[config.mk]
export PLATFORM = sky130hd
export DESIGN_NAME = stage_sequencer
export DESIGN_NICKNAME = d
export VERILOG_FILES = /design/src/rtl/seq_pkg.sv /design/src/rtl/seq_watchdog.sv /design/src/rtl/stage_sequencer.sv
export SDC_FILE = /design/constraint.sdc
export NUM_CORES = 1
export LEC_CHECK = 0
export ABC_CLOCK_PERIOD_IN_PS = 3200
export CAP_MARGIN = 40
export CELL_PAD_IN_SITES_DETAIL_PLACEMENT = 1
export CELL_PAD_IN_SITES_GLOBAL_PLACEMENT = 2
export CORE_MARGIN = 2
export CORE_UTILIZATION = 30
export DETAILED_ROUTE_END_ITERATION = 16
export HOLD_SLACK_MARGIN = 0.03
export PLACE_DENSITY = 0.78
export SYNTH_ARGS = -nofsm -noshare
export SYNTH_HDL_FRONTEND = slang
export SYNTH_SLANG_ARGS = --single-unit
export TNS_END_PERCENT = 10
[constraint.sdc]
create_clock -name clk -period 3.2 [get_ports clk]
set_input_delay 0.64 -clock clk [delete_from_list [all_inputs] [get_ports clk]]
set_output_delay 0.64 -clock clk [all_outputs]
set_load 0.01 [all_outputs]
[src/rtl/seq_pkg.sv]
// ---------------------------------------------------------------------------
// seq_pkg
//
// Shared definitions for the stage sequencer: sequencer state encoding,
// number of stages, stage index constants and a one-hot helper.
//
// Stage bit order used on every per-stage vector (stage_done, stage_rst,
// stage_start):
//   [0] memory load, [1] PE array, [2] 3x3 stage, [3] 2x2 stage, [4] display
//
// No ports (package).
// ---------------------------------------------------------------------------
package seq_pkg;

  localparam int N_STAGE = 5;
  localparam int IDX_W   = 3;

  localparam logic [IDX_W-1:0] STG_MEM  = 3'd0;
  localparam logic [IDX_W-1:0] STG_PE   = 3'd1;
  localparam logic [IDX_W-1:0] STG_3B3  = 3'd2;
  localparam logic [IDX_W-1:0] STG_2B2  = 3'd3;
  localparam logic [IDX_W-1:0] STG_DISP = 3'd4;

  // All stages held in reset.
  localparam logic [N_STAGE-1:0] ALL_RST = '1;

  typedef enum logic [2:0] {
    ST_IDLE   = 3'd0,
    ST_FLUSH  = 3'd1,
    ST_START  = 3'd2,
    ST_WAIT   = 3'd3,
    ST_FINISH = 3'd4,
    ST_ERR    = 3'd5
  } seq_state_e;

  // One-hot vector with bit i set; i is always a valid stage index here.
  function automatic logic [N_STAGE-1:0] stage_onehot(input logic [IDX_W-1:0] i);
    logic [N_STAGE-1:0] one;
    one = {{(N_STAGE-1){1'b0}}, 1'b1};
    return one << i;
  endfunction

endpackage

[src/rtl/seq_watchdog.sv]
// ---------------------------------------------------------------------------
// seq_watchdog
//
// Saturating per-stage cycle counter for the stage sequencer. Cleared while
// a stage is being started, counts every enabled cycle afterwards and stops
// at TIMEOUT_CYC-1, where it raises `expired` and stays there (never wraps).
//
// Only built when SEQ_TIMEOUT_EN is defined; without the watchdog the
// sequencer has no use for it.
//
// Parameters:
//   TIMEOUT_CYC  cycles allowed before expiry
//   TIMEOUT_W    counter width
// Ports:
//   clk      in   clock
//   rst      in   synchronous active-high reset
//   clr      in   clear counter to 0 (wins over en)
//   en       in   count this cycle
//   count    out  current count, TIMEOUT_W bits
//   expired  out  count has reached TIMEOUT_CYC-1
// ---------------------------------------------------------------------------
`ifdef SEQ_TIMEOUT_EN
module seq_watchdog #(
  parameter int TIMEOUT_CYC = 100000,
  parameter int TIMEOUT_W   = 32
) (
  input  logic                 clk,
  input  logic                 rst,
  input  logic                 clr,
  input  logic                 en,
  output logic [TIMEOUT_W-1:0] count,
  output logic                 expired
);

  localparam logic [TIMEOUT_W-1:0] LIMIT = TIMEOUT_W'(TIMEOUT_CYC - 1);

  always_ff @(posedge clk) begin
    if (rst || clr) begin
      count <= '0;
    end else if (en && (count != LIMIT)) begin
      count <= count + TIMEOUT_W'(1);
    end
  end

  assign expired = (count == LIMIT);

endmodule
`endif

[src/rtl/stage_sequencer.sv]
// ---------------------------------------------------------------------------
// stage_sequencer
//
// Releases the five pipeline stages (mem, pe, 3b3, 2b2, disp) from reset one
// at a time, starts each with a one-cycle pulse and waits for its done before
// moving to the next. After the display stage reports done every stage stays
// out of reset and `done` is held until a new `go`.
//
// Stage handshake: for the active stage idx, stage_start[idx] is a one-cycle
// pulse in the START cycle; the stage answers by holding or raising
// stage_done[idx] in any later cycle. Done is only sampled in WAIT, only for
// the active stage; a done seen during the START cycle is ignored. Done acts
// as a level: one cycle high in WAIT is enough to advance.
//
// Optional feature, macro SEQ_TIMEOUT_EN:
//   defined   - a watchdog counts WAIT cycles; reaching TIMEOUT_CYC-1 without
//               done enters ERR (all stages in reset, err=1, cur_stage keeps
//               the failing index). Done on the expiry cycle still advances.
//   undefined - WAIT waits forever, ERR is unreachable and err is tied to 0;
//               TIMEOUT_CYC / TIMEOUT_W are unused.
//
// Parameters:
//   TIMEOUT_CYC  cycles allowed per stage from its start pulse
//   TIMEOUT_W    watchdog counter width
// Ports:
//   clk          in   clock
//   rst          in   synchronous active-high reset
//   go           in   start request, sampled in IDLE, FINISH and ERR
//   stage_done   in   per-stage completion [4:0]
//   stage_rst    out  per-stage reset, 1 = held in reset [4:0]
//   stage_start  out  one-hot one-cycle start pulse [4:0]
//   cur_stage    out  active stage index (failing index in ERR)
//   busy         out  high in START and WAIT
//   done         out  high in FINISH
//   err          out  high in ERR
//
// All outputs come straight from flops; none depends combinationally on an
// input.
// ---------------------------------------------------------------------------
module stage_sequencer
  import seq_pkg::*;
#(
  parameter int TIMEOUT_CYC = 100000,
  parameter int TIMEOUT_W   = 32
) (
  input  logic         clk,
  input  logic         rst,
  input  logic         go,
  input  logic [4:0]   stage_done,
  output logic [4:0]   stage_rst,
  output logic [4:0]   stage_start,
  output logic [2:0]   cur_stage,
  output logic         busy,
  output logic         done,
  output logic         err
);

  seq_state_e         state_q, state_d;
  logic [IDX_W-1:0]   idx_q, idx_d;

  logic [N_STAGE-1:0] stage_rst_d;
  logic [N_STAGE-1:0] stage_start_d;
  logic               busy_d;
  logic               done_d;
  logic               err_d;

  logic               wd_expired;

  // -------------------------------------------------------------------------
  // Watchdog
  // -------------------------------------------------------------------------
`ifdef SEQ_TIMEOUT_EN
  localparam logic ERR_EN = 1'b1;

  logic                 wd_clr;
  logic                 wd_en;
  logic [TIMEOUT_W-1:0] wd_count_unused;

  // Cleared during the START cycle so the first WAIT cycle sees count 0;
  // the stage therefore gets exactly TIMEOUT_CYC WAIT cycles.
  assign wd_clr = (state_q == ST_START);
  assign wd_en  = (state_q == ST_WAIT);

  seq_watchdog #(
    .TIMEOUT_CYC (TIMEOUT_CYC),
    .TIMEOUT_W   (TIMEOUT_W)
  ) u_watchdog (
    .clk     (clk),
    .rst     (rst),
    .clr     (wd_clr),
    .en      (wd_en),
    .count   (wd_count_unused),
    .expired (wd_expired)
  );
`else
  localparam logic ERR_EN = 1'b0;

  logic unused_timeout_cfg;

  assign wd_expired         = 1'b0;
  assign unused_timeout_cfg = (TIMEOUT_CYC == 0) ^ (TIMEOUT_W == 0);
`endif

  // -------------------------------------------------------------------------
  // Next-state logic
  // -------------------------------------------------------------------------
  always_comb begin
    state_d = state_q;
    idx_d   = idx_q;

    case (state_q)
      ST_IDLE: begin
        if (go) begin
          state_d = ST_START;
          idx_d   = STG_MEM;
        end
      end

      ST_FLUSH: begin
        state_d = ST_START;
        idx_d   = STG_MEM;
      end

      ST_START: begin
        state_d = ST_WAIT;
      end

      ST_WAIT: begin
        // Done is checked before expiry so a done on the expiry cycle wins.
        if (stage_done[idx_q]) begin
          if (idx_q == STG_DISP) begin
            state_d = ST_FINISH;
          end else begin
            state_d = ST_START;
            idx_d   = idx_q + 3'd1;
          end
        end else if (wd_expired) begin
          state_d = ST_ERR;
        end
      end

      ST_FINISH, ST_ERR: begin
        if (go) begin
          state_d = ST_FLUSH;
          idx_d   = STG_MEM;
        end
      end

      default: begin
        state_d = ST_IDLE;
        idx_d   = STG_MEM;
      end
    endcase
  end

  // -------------------------------------------------------------------------
  // Output decode from the next state, so every output is a flop
  // -------------------------------------------------------------------------
  always_comb begin
    stage_rst_d   = ALL_RST;
    stage_start_d = '0;
    busy_d        = 1'b0;
    done_d        = 1'b0;
    err_d         = 1'b0;

    case (state_d)
      ST_START: begin
        // Released stages stay released; only the newly started one clears.
        stage_rst_d   = stage_rst & ~stage_onehot(idx_d);
        stage_start_d = stage_onehot(idx_d);
        busy_d        = 1'b1;
      end

      ST_WAIT: begin
        stage_rst_d = stage_rst;
        busy_d      = 1'b1;
      end

      ST_FINISH: begin
        // Display keeps running after the run completes.
        stage_rst_d = '0;
        done_d      = 1'b1;
      end

      ST_ERR: begin
        err_d = ERR_EN;
      end

      default: begin
        stage_rst_d = ALL_RST;
      end
    endcase
  end

  // -------------------------------------------------------------------------
  // State and output registers
  // -------------------------------------------------------------------------
  always_ff @(posedge clk) begin
    if (rst) begin
      state_q     <= ST_IDLE;
      idx_q       <= STG_MEM;
      stage_rst   <= ALL_RST;
      stage_start <= '0;
      busy        <= 1'b0;
      done        <= 1'b0;
      err         <= 1'b0;
    end else begin
      state_q     <= state_d;
      idx_q       <= idx_d;
      stage_rst   <= stage_rst_d;
      stage_start <= stage_start_d;
      busy        <= busy_d;
      done        <= done_d;
      err         <= err_d;
    end
  end

  // idx is a register; in ERR it is frozen at the failing stage.
  assign cur_stage = idx_q;

endmodule
======== After elaboration in Yosys (flattened, before gate mapping) ========
Cells that the tools add are included.
W data, S select, Z words.
word-level totals
  input port bits ......................... 8
  flip-flop bits (word level) ............. 18
  word-level logic and storage cells ...... 40
  output and inout port bits .............. 16
operators by class
  add/subtract/negate cells ............... 1
  bitwise logic cells ..................... 3
  order comparisons ....................... 1
  muxes and demuxes ....................... 14
  eq/ne operators ......................... 9
  shift-type cells ........................ 1
  reduce and logical (&&, ||, !) cells .... 5
operators with widths
  cell                   number
  $mux W3                7
  $pmux W3 S5            1
  $pmux W5 S3            1
  $eq A3 B2 Y1 const B   4
  $eq A3 B3 Y1 const B   4
  $pmux W3 S3            1
  $reduce_or A2 Y1       3
  $and A5 B5 Y5          1
  $not A5 Y5             1
  $shl A1 B3 Y5 const A  1
  $lt A3 B4 Y1 const B   1
  $add A3 B1 Y3 const B  1
  $bmux W1 S3            1
  $eq A3 B1 Y1 const B   1
  $logic_not A3 Y1       1
  $mux W1                3
  $reduce_or A3 Y1       1
  $not A1 Y1             1

======== Depth between registers and ports, before layout ========
Gate-level depths: netlist (run 1).
  depth after elaboration ................. 8
  gate-level depth with buffers ........... 9
  gate-level depth less buffers ........... 8

======== Least setup slack after synthesis (run 1) ========
OpenSTA, ideal clock, no wires.
  kind .................................... register -> register
  from .................................... reg idx_q[0], in the netlist cur_stage[0]
  to ...................................... reg stage_rst[3]
  data arrival time ....................... 1855 ps
  setup slack ............................. 1228 ps
  setup time .............................. 117 ps
  buffers on the path ..................... 1
  required time ........................... 3083 ps
  stages on the path, launching flop included .. 10
  path through ............................ dfxtp_1 buf_2 inv_1 ha_1 nand2_1 o21ai_0 a2111oi_2 o21ai_1 o211ai_1 nand2_1
between the ends
  longest elaborated chain between the ends .. 8
  elaborated cells between the ends (all ways) .. 18
  those cells by class .................... add/sub: 1; eq/ne: 4; shift: 1; mux: 10; bitwise: 2
ends and longest elaborated chain
  element                                      RTL line                                        RTL
  start: declaration                           stage_sequencer.sv:59                           logic [IDX_W-1:0] idx_q, idx_d;
  start signal: assignment                     stage_sequencer.sv:209                          idx_q <= idx_d;
  $add A3 B1 Y3, or another cell as far along  stage_sequencer.sv:135                          idx_d = idx_q + 3'd1;
  $mux W3 or $mux W1 (tied branches)           stage_sequencer.sv:131, stage_sequencer.sv:130
  $mux W3                                      stage_sequencer.sv:130                          if (stage_done[idx_q]) begin
  $pmux W3 S3                                  stage_sequencer.sv:111                          case (state_q)
  $shl A1 B3 Y5                                seq_pkg.sv:40                                   return one << i;
  $not A5 Y5                                   stage_sequencer.sv:169                          stage_rst_d = stage_rst & ~stage_onehot(idx_d);
  $and A5 B5 Y5                                stage_sequencer.sv:169
  $pmux W5 S3                                  stage_sequencer.sv:166                          case (state_d)
  end signal: assignment                       stage_sequencer.sv:210                          stage_rst <= stage_rst_d;
  end: declaration                             stage_sequencer.sv:50                           output logic [4:0] stage_rst,
Parallel ways exist; a longest one is shown, timed or not. The select of a mux whose other input is x is not followed.
A chain may end at the register's enable or synchronous reset.

======== Worst setup path in the final report (run 1) ========
  from .................................... in stage_done[2]
  to ...................................... reg stage_rst[1]
between the ends
  longest elaborated chain between the ends .. 8
  elaborated cells between the ends (all ways) .. 13
  those cells by class .................... eq/ne: 3; shift: 1; mux: 7; bitwise: 2
ends and longest elaborated chain
  element                            RTL line                RTL
  start: declaration                 stage_sequencer.sv:49   input logic [4:0] stage_done,
  $bmux W1 S3 (*)                    stage_sequencer.sv:130
  $mux W1 (implied by the code) (*)  stage_sequencer.sv:130
  $mux W3                            stage_sequencer.sv:130
  $pmux W3 S3                        stage_sequencer.sv:111
  $shl A1 B3 Y5                      seq_pkg.sv:40
  $not A5 Y5                         stage_sequencer.sv:169
  $and A5 B5 Y5                      stage_sequencer.sv:169
  $pmux W5 S3                        stage_sequencer.sv:166
Mark *: on every way between the ends. The rest lies on a longest branch, timed or not. The select of a mux whose other input is x is not followed.

==> results of run 1 <==
cell usage after synthesis, types with 2 or more instances:
cell,instances,area share
nand2_1,10,0.040
o211ai_1,2,0.016
inv_1,2,0.0080
nand3_1,2,0.011
a211oi_1,2,0.016
o2111a_1,2,0.024
nor2b_1,3,0.020
dfxtp_1,18,0.38
o21ai_0,2,0.011
o21ai_1,3,0.016
a21o_1,2,0.016
nor2_1,15,0.060
ha_1,2,0.027
nor2b_2,2,0.019
buf_2,3,0.016
nand3b_1,3,0.024
and2_1,2,0.013
a21oi_1,3,0.016
nor3_1,2,0.011
layer usage:
| layer | track usage | vias to the layer above | part of all wire |
|---|---|---|---|
| met5 | 0 | - | 0 |
| met3 | 0.0195 | 5 | 0.045 |
| met4 | 0.0667 | 0 | 0.021 |
| met1 | 0.203 | 409 | 0.46 |
| met2 | 0.238 | 21 | 0.47 |
| li1 | - | 419 | - |
power by group:
group,internal [W],switching (W),leakage [nW]
sequential,0.000234,0.00000855,0.147
combinational,0.0000381,0.0000359,0.271
clock,0.0000694,0.0000710,0.0210
total,0.000341,0.000115,0.439
layout make-up:
class,count,share of cell area
Clock buffer,4,0.0300
Tap cell,33,0.0342
Multi-Input combinational cell,80,0.449
Inverter,2,0.00621
Timing Repair Buffer,22,0.182
Sequential cell,18,0.298
logic make-up after synthesis:
| group | after synthesis | share of synthesized area |
|---|---|---|
| AO/OA/AOI/OAI | 25 | 0.204 |
| other | 1 | 0.00400 |
| adder cells (fa/ha/maj) | 2 | 0.0267 |
| multiplexers | 3 | 0.0467 |
| buffers and inverters | 7 | 0.0360 |
| flip-flops | 18 | 0.385 |
| AND/OR/NAND/NOR | 49 | 0.298 |
flip-flops by register name (all words and copies together), names as in the netlist:
name         cells
stage_start      5
busy             1
stage_rst        5
state_q          3
cur_stage        3
done             1
placed cells by master, fill, tap and decap left out, drive strengths merged, types with 3 or more instances in the layout:
cell | netlist | layout
o211ai | 3 | 3
a21oi | 3 | 3
nand3b | 3 | 3
clkdlybuf4s50 | 0 | 22
nor2b | 5 | 5
o21ai | 5 | 5
nor2 | 15 | 15
nand2 | 10 | 10
clkbuf | 1 | 4
dfxtp | 18 | 18
metrics by stage:
step / power [W] / hold WS (ns) / std cells / worst slack, ns
2_1_floorplan: 0.000286 / 0.481 / 105 / 1.23
3_3_place_gp: 0.000321 / 0.453 / 155 / 0.619
4_1_cts: 0.000462 / 0.486 / 159 / 0.885
6_report: 0.000457 / 0.483 / 159 / 0.912
3_5_place_dp: 0.000322 / 0.467 / 155 / 0.581
5_1_grt: 0.000483 / 0.518 / 159 / 0.734
critical path, cell delays in order:
cell and delay, ns:
clkdlybuf4s50_1 0.44, mux2_2 0.30, or3_1 0.35, o2111a_1 0.18
a211oi_1 0.30, nor2b_1 0.19, o21ai_0 0.08
worst min-delay path by stage:
stage	start	end	depth (start not counted)
3_5_place_dp	stage_rst[1]	stage_rst[1]	2
3_3_place_gp	stage_rst[0]	stage_rst[0]	2
5_1_grt	stage_rst[0]	stage_rst[0]	2
2_1_floorplan	stage_rst[4]	stage_rst[4]	2
4_1_cts	stage_rst[4]	stage_rst[4]	2
6_report	stage_rst[0]	stage_rst[0]	2
==> flow_summary.yaml, run 1 <==
cts:
  clock_latency_ns: 0.29
  ctsHoldBuffers: 0
  clockRootBuffer: "clkbuf_4"
  cts.sinks: 18
  post-cts-setup-buffer-count: 0
  htreeDepth: 1
  cts_inserted_buffers: 3
  clk_pin_slew_ns: 0.10
  clockBufferDepth: 2
  cts_tree: "built"
  cts_resized: 0
worst_setup_path:
  crit_end: "stage_rst[1]"
  worstSetupStartpointType: "input port"
  cp.required_ns: 3.39
  cp_max_fo: 3
  end_kind: "flop"
  reg2reg_depth: 8
  path_class: "input port to flop"
  cp.arrival_ns: 2.48
  regToRegSetupSlack_ns: 1.00
  crit_start: "stage_done[2]"
  r2r_end: "stage_rst[3]"
  worstReg2RegStart: "cur_stage[0]"
logic_synthesis:
  ys_types: 44
  yosysSeqAreaShare: 0.385
  avgSynthCellArea_um2: 8.93
  synthCells: 105
  synth_edf_count: 0
  async_flop_share: 0
  synth.net_count: 115
  synth_ff_type: "dfxtp_1"
  ys_warn_count: 0
  synth-seq-cells: 18
  synth_area_um2: 937
floorplanning:
  die_h_um: 59.9
  initial_core_util: 0.312
  rows: 20
  dieArea_um2: 3590
  die_x_um: 59.9
  design.core.area_um2: 3000
  io_pins: 24
finish:
  nets: 137
  antenna_cells: 0
  n_fill_cell: 364
  final_core_util: 0.403
  multi_input_area_um2: 543
  area_growth_pct: 29.0
  fin_area_um2: 1210
  ff_latch_area_um2: 360
  drive_gt1_frac: 0.103
drt:
  via_per_inst: 5.37
  via_count: 854
  dr.pass1.iters: 4
  drc_errors: 0
  drt_wl_total_um: 2430
  routedWlPerCell_um: 15.3
  ant_nets: 0
  drtIter0Drc: 22
timing:
  worst_pin_slew_ns: 0.676
  setup_viol: 0
  fin_setup_tns_ns: 0
  finalClockSkew_ns: 0.00181
  slew_viol_final: 0
  fmax_ghz: 0.437
  fin_crit_sh: 0.715
  slew_headroom: 0.546
  rsz0062_at_grt: "false"
  timing.final.hold_violations: 0
  post-route-min-period_ns: 2.29
place:
  port_buffers: 22
  hpwl_um: 1930
  routabilityCongestion: 0.754
  place_area_um2: 1170
grt:
  grt-ovfl-total: 0
  grt_pass1_wl_um: 4050
  antenna_found_initial: 0
  grt_max_degree: 15
  grt_pass1_vias: 871
  grt_use_total: 0.150
power_and_ir_drop:
  power_density_nw_per_um2: 378
  vdd_drop_max_mv: 0.190
  p_leak_nw: 0.439
run:
  maxCapViolCount: 0
status:
  status: "complete, no violations"
hold_path:
  hold_path.class: "flop to flop"
Note: power is estimated with default switching activity, not from simulation.
==> run 2: changes to the inputs <==
--- a/config.mk
+++ b/config.mk
@@ -5,15 +5,15 @@
 export SDC_FILE = /design/constraint.sdc
 export NUM_CORES = 1
 export LEC_CHECK = 0
-export ABC_CLOCK_PERIOD_IN_PS = 3200
+export ABC_CLOCK_PERIOD_IN_PS = 2300
 export CAP_MARGIN = 40
 export CELL_PAD_IN_SITES_DETAIL_PLACEMENT = 1
 export CELL_PAD_IN_SITES_GLOBAL_PLACEMENT = 2
 export CORE_MARGIN = 2
-export CORE_UTILIZATION = 30
+export CORE_UTILIZATION = 28
 export DETAILED_ROUTE_END_ITERATION = 16
 export HOLD_SLACK_MARGIN = 0.03
-export PLACE_DENSITY = 0.78
+export PLACE_DENSITY = 0.74
 export SYNTH_ARGS = -nofsm -noshare
 export SYNTH_HDL_FRONTEND = slang
 export SYNTH_SLANG_ARGS = --single-unit
==> constraint.sdc (replaced) <==
create_clock -name clk -period 2.3 [get_ports clk]
set_input_delay 0.46 -clock clk [delete_from_list [all_inputs] [get_ports clk]]
set_output_delay 0.46 -clock clk [all_outputs]
set_load 0.01 [all_outputs]
==> flow_summary.yaml, run 2 (synthesized netlist as in run 1, its figures left out) <==
status:
  status: "complete, no violations"
power_and_ir_drop:
  vdd_drop_max_mv: 0.258
  internal_power_w: 0.000442
  power_switching_w: 0.000149
  swShare: 0.252
  power_frac_clock: 0.249
  pwr-share-comb: 0.182
  p_leak_nw: 0.476
  power_density_nw_per_um2: 462
  power_w: 0.000590
  seq_power_share: 0.569
cts:
  cts.sinks: 18
  cts_resized: 0
  clock_latency_ns: 0.28
  clockRootBuffer: "clkbuf_4"
  post-cts-setup-buffer-count: 0
  cts_tree: "built"
  clk_pin_slew_ns: 0.09
  htreeDepth: 1
  clockBufferDepth: 2
  ctsHoldBuffers: 0
  cts_inserted_buffers: 3
floorplanning:
  rows: 21
  die_h_um: 61.9
  dieArea_um2: 3830
  design.core.area_um2: 3280
  die_x_um: 61.9
  initial_core_util: 0.285
  io_pins: 24
timing:
  worst_pin_slew_ns: 0.581
  slew_headroom: 0.609
  fin_setup_tns_ns: 0
  setup_viol: 0
  rsz0062_at_grt: "false"
  finalClockSkew_ns: 0.00189
  hold_slack_ns: 0.465
  fmax_ghz: 0.471
  fin_crit_sh: 0.923
  timing.final.hold_violations: 0
  post-route-min-period_ns: 2.12
  slew_viol_final: 0
worst_setup_path:
  cp.arrival_ns: 2.29
  reg2reg_depth: 7
  path_class: "input port to flop"
  end_kind: "flop"
  cp.required_ns: 2.47
  cp_max_fo: 3
  worstSetupStartpointType: "input port"
drt:
  drt_wl_total_um: 2500
  via_count: 896
  via_per_inst: 4.98
  dr.pass1.iters: 4
  drc_errors: 0
  drtIter0Drc: 36
  ant_nets: 0
  routedWlPerCell_um: 13.9
finish:
  drive_gt1_frac: 0.157
  nets: 146
  area_growth_pct: 36.4
  final_common_cell: "clkdlybuf4s50_1"
  final_core_util: 0.389
  layout_common_cells: "clkdlybuf4s50_1, dfxtp_1, nor2_1, nand2_1, buf_4"
  reg_top3: "stage_rst (5), stage_start (5)"
  antenna_cells: 0
grt:
  grt_use_total: 0.147
  grt_pass1_vias: 896
  antenna_found_initial: 0
  grt_max_degree: 12
  grt_pass1_wl_um: 4170
  grt-ovfl-total: 0
hold_path:
  hold_path.class: "flop to flop"
  holdPathStages: 2
run:
  maxCapViolCount: 0
place:
  hpwl_um: 1970
  routabilityCongestion: 0.769
  port_buffers: 22
==> run 2: layout make-up <==
type / instances / area, um2
clock buffer: 3 / 22.5
fill: 408 / 2010
inverter: 2 / 7.51
multi-input combinational: 80 / 543
sequential: 18 / 360
tap: 46 / 57.6
timing repair buffer: 31 / 288
==> run 2: per-layer routing <==
| layer | track usage | up-vias | wire (um) |
|---|---|---|---|
| met1 | 0.189 | 431 | 1180 |
| met4 | 0.0547 | 0 | 29 |
| met3 | 0.0186 | 4 | 84 |
| met2 | 0.250 | 23 | 1200 |
| li1 | - | 438 | - |
| met5 | 0 | - | 0 |
==> run 2: power by group through the flow <==
stage          clock (W)  sequential, W  combinational (W)
6_report        0.000147       0.000336           0.000108
5_1_grt         0.000166       0.000338           0.000120
4_1_cts         0.000158       0.000336           0.000109
3_5_place_dp           0       0.000342           0.000108
3_3_place_gp           0       0.000343           0.000108
2_1_floorplan          0       0.000344          0.0000539
==> run 2: path summary, 6_finish.rpt <==
| path | start | slack [ns] | endpoint |
|---|---|---|---|
| setup / recovery | stage_done[2] | 0.18 | stage_rst[1] |
| hold / removal | stage_rst[4] | 0.46 | stage_rst[4] |
| setup reg to reg | cur_stage[1] | 0.27 | stage_rst[1] |
| hold reg to reg | stage_rst[4] | 0.46 | stage_rst[4] |
==> run 2: critical path, cell delays in order <==
cell and delay [ns]:
clkdlybuf4s50_1 0.44, mux2_2 0.29, or3_1 0.35, o2111a_1 0.18, a211oi_1 0.30, nor2b_1 0.18
o21ai_0 0.08
==> run 2: through the flow <==
step                cells  cell area [um2]  worst slack, ns
floorplan             105              937            0.328
global placement      177             1260          -0.0957
detailed placement    177             1260           -0.126
CTS                   180             1280            0.165
global route          180             1280           0.0374
finish                180             1280            0.178
